<file path="src/rtl/ad7643_pkg.sv">
// ad7643_pkg: shared types and defaults for the AD7643 serial reader
package ad7643_pkg;
  localparam int NBITS_DEFAULT = 18;
  typedef enum logic [2:0] {IDLE, CNV, WAITB, SHIFT, DONE} state_e;
  typedef enum logic {PH_LOW, PH_HIGH} phase_e;
endpackage

</file>
<file path="src/rtl/ad7643_tick_gen.sv">
// ad7643_tick_gen: free-running period counter gated by enable, one-cycle tick at PERIOD-1
module ad7643_tick_gen (
  input  logic        clk_i,
  input  logic        rst_i,
  input  logic        en_i,
  input  logic [15:0] period_i,
  output logic        tick_o
);
  logic [15:0] cnt_q, cnt_d, last;
  assign last = (period_i == 16'd0) ? 16'd0 : period_i - 16'd1;
  // >= keeps the counter from running away when PERIOD shrinks mid-count
  always_comb begin
    tick_o = en_i && (cnt_q >= last);
    cnt_d  = (!en_i || tick_o) ? 16'd0 : cnt_q + 16'd1;
  end
  always_ff @(posedge clk_i or posedge rst_i)
    if (rst_i) cnt_q <= '0;
    else cnt_q <= cnt_d;
endmodule

</file>
<file path="src/rtl/ad7643_serial_reader.sv">
// ad7643_serial_reader: paced AD7643 conversions, serial readout and valid/ready result delivery
module ad7643_serial_reader
  import ad7643_pkg::*;
#(
  parameter int NBITS    = NBITS_DEFAULT,
  parameter int SCLK_DIV = 2,
  parameter int CNVST_W  = 4,
  parameter int BUSY_TO  = 255
) (
  input  logic             CLK,
  input  logic             RST,
  input  logic             EN,
  input  logic [15:0]      PERIOD,
  input  logic             CLR_FLAGS,
  output logic             ADCNVST,
  output logic             ADCS,
  output logic             ADSCLK,
  input  logic             ADBUSY,
  input  logic             ADSDOUT,
  output logic [NBITS-1:0] SAMPLE,
  output logic             SAMPLE_VALID,
  input  logic             SAMPLE_READY,
  output logic             OVERRUN,
  output logic             DROP,
  output logic             TIMEOUT,
  output logic             ACTIVE
);
  localparam int BW = $clog2(NBITS + 1);
  state_e state_q, state_d;
  phase_e ph_q, ph_d;
  logic [15:0] cnt_q, cnt_d;
  logic [BW-1:0] bit_q, bit_d;
  logic [NBITS-1:0] sh_q, sh_d, sample_q, sample_d;
  logic seen_q, seen_d, valid_q, valid_d;
  logic ovr_q, ovr_d, drop_q, drop_d, to_q, to_d;
  logic busy_s1_q, busy_s2_q, sdo_q, tick, load, drop_evt, to_evt;

  ad7643_tick_gen u_tick (
    .clk_i(CLK), .rst_i(RST), .en_i(EN), .period_i(PERIOD), .tick_o(tick)
  );

  always_comb begin
    state_d  = state_q;
    ph_d     = ph_q;
    cnt_d    = cnt_q;
    bit_d    = bit_q;
    sh_d     = sh_q;
    seen_d   = seen_q;
    sample_d = sample_q;
    load     = 1'b0;
    drop_evt = 1'b0;
    to_evt   = 1'b0;
    case (state_q)
      IDLE: begin
        state_d = tick ? CNV : IDLE;
        cnt_d   = '0;
      end
      CNV: begin
        cnt_d = cnt_q + 16'd1;
        if (cnt_q == 16'(CNVST_W - 1)) begin
          state_d = WAITB;
          cnt_d   = '0;
          seen_d  = 1'b0;
        end
      end
      WAITB: begin
        cnt_d  = cnt_q + 16'd1;
        seen_d = seen_q | busy_s2_q;
        if (seen_q && !busy_s2_q) begin
          state_d = SHIFT;
          cnt_d   = '0;
          bit_d   = '0;
          ph_d    = PH_LOW;
        end else if (cnt_q == 16'(BUSY_TO - 1)) begin
          state_d = IDLE;
          to_evt  = 1'b1;
        end
      end
      SHIFT: begin
        cnt_d = cnt_q + 16'd1;
        if (cnt_q == 16'(SCLK_DIV - 1)) begin
          cnt_d = '0;
          ph_d  = (ph_q == PH_LOW) ? PH_HIGH : PH_LOW;
          // falling SCLK edge: capture the bit and count the pulse
          if (ph_q == PH_HIGH) begin
            sh_d    = {sh_q[NBITS-2:0], sdo_q};
            bit_d   = bit_q + BW'(1);
            state_d = (bit_q == BW'(NBITS - 1)) ? DONE : SHIFT;
          end
        end
      end
      DONE: begin
        state_d  = IDLE;
        load     = !valid_q || SAMPLE_READY;
        drop_evt = !load;
        sample_d = load ? sh_q : sample_q;
      end
      default: state_d = IDLE;
    endcase
    valid_d = load ? 1'b1 : (valid_q && !SAMPLE_READY);
    ovr_d   = (tick && state_q != IDLE) || (ovr_q && !CLR_FLAGS);
    drop_d  = drop_evt || (drop_q && !CLR_FLAGS);
    to_d    = to_evt || (to_q && !CLR_FLAGS);
  end

  always_ff @(posedge CLK or posedge RST)
    if (RST) begin
      state_q   <= IDLE;
      ph_q      <= PH_LOW;
      cnt_q     <= '0;
      bit_q     <= '0;
      sh_q      <= '0;
      seen_q    <= 1'b0;
      sample_q  <= '0;
      valid_q   <= 1'b0;
      ovr_q     <= 1'b0;
      drop_q    <= 1'b0;
      to_q      <= 1'b0;
      busy_s1_q <= 1'b0;
      busy_s2_q <= 1'b0;
      sdo_q     <= 1'b0;
    end else begin
      state_q   <= state_d;
      ph_q      <= ph_d;
      cnt_q     <= cnt_d;
      bit_q     <= bit_d;
      sh_q      <= sh_d;
      seen_q    <= seen_d;
      sample_q  <= sample_d;
      valid_q   <= valid_d;
      ovr_q     <= ovr_d;
      drop_q    <= drop_d;
      to_q      <= to_d;
      busy_s1_q <= ADBUSY;
      busy_s2_q <= busy_s1_q;
      sdo_q     <= ADSDOUT;
    end

  assign ADCNVST      = state_q != CNV;
  assign ADCS         = state_q == IDLE || state_q == DONE;
  assign ADSCLK       = state_q == SHIFT && ph_q == PH_HIGH;
  assign ACTIVE       = state_q != IDLE;
  assign SAMPLE       = sample_q;
  assign SAMPLE_VALID = valid_q;
  assign OVERRUN      = ovr_q;
  assign DROP         = drop_q;
  assign TIMEOUT      = to_q;
endmodule

</file>
<file path="config.mk">
export PLATFORM = sky130hd
export DESIGN_NAME = ad7643_serial_reader
export DESIGN_NICKNAME = d
export VERILOG_FILES = /design/src/rtl/ad7643_pkg.sv /design/src/rtl/ad7643_tick_gen.sv /design/src/rtl/ad7643_serial_reader.sv
export SDC_FILE = /design/constraint.sdc
export NUM_CORES = 1
export LEC_CHECK = 0
export ABC_AREA = 0
export ABC_CLOCK_PERIOD_IN_PS = 4830
export CAP_MARGIN = 25
export CORE_UTILIZATION = 48
export CTS_BUF_LIST = sky130_fd_sc_hd__clkbuf_4
export DETAILED_ROUTE_END_ITERATION = 8
export HOLD_SLACK_MARGIN = 0.05
export PLACE_DENSITY = 0.77
export SYNTH_ARGS = -nofsm -noshare
export SYNTH_HDL_FRONTEND = slang
export SYNTH_SLANG_ARGS = --single-unit
</file>
<file path="constraint.sdc">
create_clock -name CLK -period 4.83 [get_ports CLK]
set_clock_uncertainty 0.2 [all_clocks]
set_input_delay 0.483 -clock CLK [delete_from_list [all_inputs] [get_ports CLK]]
set_output_delay 0.483 -clock CLK [all_outputs]
set_load 0.02 [all_outputs]
</file>
==> reports/qor.txt <==
Worst path max stage delay -> 0.69 ns
Measured slew at the worst slew-check pin -> 0.9270 ns
Setup bufs post-CTS -> 0
Setup CP Type -> in2reg
DR iter-0 viols -> 129
Crit path max-delay cell type -> nand4_1
Filler cells -> 778
Maximum vdd drop -> 112.6 µV
Final setup vio count -> 0
Antenna Nets Post-Route -> 0
Core Area -> 9240 µm²
DR WL/cell -> 13.92 µm
HPWL Detailed -> 6.470 mm
Placed Cells incl. Taps -> 620
Mapped Area -> 4567 µm²
First-pass DRT Iterations -> 4
Setup TNS -> 0 ns
WP buf/inv -> 3
Num CTS Buffers -> 9
Drt total wl -> 8.852 mm
Grt total ovfl -> 0
CTS Root Cell -> clkbuf_4
CTS tree -> done
Design area -> 5318 µm²
Vias in the first global route -> 3,386
Worst setup SP type -> primary input
WL met2 -> 4.415 mm
Critical Path RT -> 4.95 ns
Overall Global Routing Usage -> 18.92%
Worst setup EP type -> flip-flop
Worst skew pair latency -> 0.43 ns
Slew Limit Headroom -> 38.03%
Outcome -> finished, final reports clean
Tcrit/Tclk final -> 85.51%
GPL Wtd Cong -> 0.8308
Syn Area/Cell -> 10.13 µm²
Asr flop ratio synth -> 100.0%
WL met3 -> 293 µm
Die Width -> 99.54 µm
Number of synthesized flops with an enable pin -> 0
Post_cts resized -> 0
Nets -> 549
Yosys warns -> 0
Share of cells above drive strength 1 -> 12.23%
Post-layout min period -> 4.130 ns
Hold Path Class -> reg2reg
Num Clock Sinks -> 85
Via total after detailed routing -> 3,452
Yosys top cell area share -> 46.58%
CTS Hold Bufs -> 0
Max-capacitance violation count -> 0
Initial antenna violation count -> 0
Starting Density -> 49.42%
Final Power -> 1.273 mW
Most frequent cells in the layout -> 85 x dfrtp_1, 48 x clkdlybuf4s50_1, 45 x nand2_1
Fmax -> 242.1 MHz
Total die area -> 9908 µm²
Sequential fraction of the synthesis area -> 46.58%
Critical path's top delay family -> simple AND/OR/NAND/NOR gates
Multi-input logic area -> 2317 µm²
PwrDens -> 239.4 nW/µm²
Top_reg_cell synth -> dfrtp_1
Largest net degree at the start of global routing -> 52
WL met1 -> 4.038 mm
RSZ-0062 raised after global routing -> false
Final hold vios -> 0
Number of port buffers -> 48
Synth unique cells -> 49
First-pass GRT wire length -> 15.08 mm
Syn nets -> 498
Clk pin slew, worst setup/hold paths -> 0.14 ns
Synth Instances -> 451
Register Area -> 2127 µm²
CTS H-tree depth -> 3
Die Span Y -> 99.54 µm
Final cell count without fillers -> 636
Synth area leaders -> dfrtp_1 47%, mux2_2 8.6%, ha_1 6.6%
# diodes -> 0
Commonest non-fill, non-tap cell in the layout -> dfrtp_1
# DRC -> 0
DR vias/cell -> 5.428
Number of I/O pins -> 49
DR top layer -> met4
CP Cell Sequence -> clkdlybuf4s50_1 > inv_1 > ha_1 > or4b_2 > nor3_1 > nand4_1 > buf_4 > nand2_1 > ha_1 > o21ai_0 > a21oi_1 > o311ai_0 > nand4_1 > nor2_1
Area delta synth->final -> 16.44%
Hold Slack -> 0.1467 ns
Leak Pwr -> 2.520 nW
Data arrival time of the critical path -> 4.25 ns
Max FO, Critical Path -> 16
Placed Area -> 5192 µm²
Flops & latches, synth -> 85
Final-report max-slew violation count -> 0
Clock Path Buffers -> 2
Yosys top cell by area -> dfrtp_1
Cell row count -> 35
## layer usage
metal  GRT usage, %  up-vias
li1               -     1693
met3          3.725       11
met1          24.63     1685
met2          31.62       63
met4          6.561        0
met5              0        -
## cell families after synthesis
| logic type | Yosys count | synth area share, % |
|---|---|---|
| and+or+nand+nor | 172 | 18.85 |
| xor gates and xnor gates | 34 | 6.521 |
| DFF | 85 | 46.58 |
| buffers and inverters | 32 | 2.685 |
| muxes | 37 | 9.123 |
| AOI/OAI and AO/OA | 67 | 9.672 |
| adders and majority gates | 24 | 6.575 |
## worst paths after layout
path                            slack, ns  cells past startpoint         endpoint            start
worst max-delay path                 0.70                     14  u_tick.cnt_q[6]        PERIOD[0]
worst min-delay path                 0.15                      0        busy_s2_q        busy_s1_q
worst max register to register       2.09                      6  u_tick.cnt_q[6]  u_tick.cnt_q[1]
worst min register to register       0.15                      0        busy_s2_q        busy_s1_q
max in group asynchronous            3.19                      3  u_tick.cnt_q[9]              RST
min in group asynchronous            0.29                      2        SAMPLE[5]              RST
## flip-flops by register name (all words and copies together), names as in the netlist, 3 cells and up
| signal | flops |
|---|---|
| sh_q | 18 |
| cnt_q | 16 |
| u_tick.cnt_q | 16 |
| bit_q | 5 |
| SAMPLE | 18 |
| state_q | 3 |
## synthesized netlist by cell type, types with 3 or more instances
cell type  count
o211ai_1       3
dfrtp_1       85
ha_1          24
nor4_1         5
clkbuf_1       8
a21o_1         3
o21ai_0       18
and3_1         5
o21bai_1       4
nor3_1        17
nor2b_1        5
nand2_1       45
nand3_1       18
a22oi_1        7
nand4_1        9
xnor2_1       13
inv_1         20
a21oi_1       12
nor2_1        42
and2_1         7
xor2_1        21
o22ai_1        3
nor3b_1        3
or4_1          3
nand2b_1       4
mux2_2        35
## report_power, final
| group | internal (mW) | total [mW] | leakage, nW | switching (mW) |
|---|---|---|---|---|
| sequential | 0.720 | 0.732 | 1.17 | 0.0114 |
| combinational | 0.0672 | 0.166 | 1.28 | 0.0986 |
| clock | 0.113 | 0.376 | 0.0665 | 0.263 |
## final cells by class
| class | instances | area share [%] |
|---|---|---|
| Tap cell | 129 | 3.035 |
| Multi-Input combinational cell | 334 | 43.58 |
| Inverter | 20 | 1.435 |
| Sequential cell | 85 | 40.00 |
| Clock buffer | 9 | 1.271 |
| Timing Repair Buffer | 52 | 9.600 |
| Clock inverter | 7 | 1.082 |
## per-stage QoR
| stage | setup WS, ns | util, % |
|---|---|---|
| after CTS | 0.7265 | 57.55 |
| after detailed placement | 0.2065 | 56.19 |
| after floorplan | 1.226 | - |
| after global placement | 0.4327 | 56.19 |
| after global routing | 0.3746 | 57.55 |
| final | 0.6998 | 57.55 |
## worst reg2reg max path: cells and delay by family (launching register included)
kind                     cells  cell delay (ns)
flip-flops                   1             0.43
AND/OR/NAND/NOR              2             1.00
adder cells (fa/ha/maj)      1             0.30
AO/OA/AOI/OAI                3             0.72
Power figures use the tool's default switching activity.
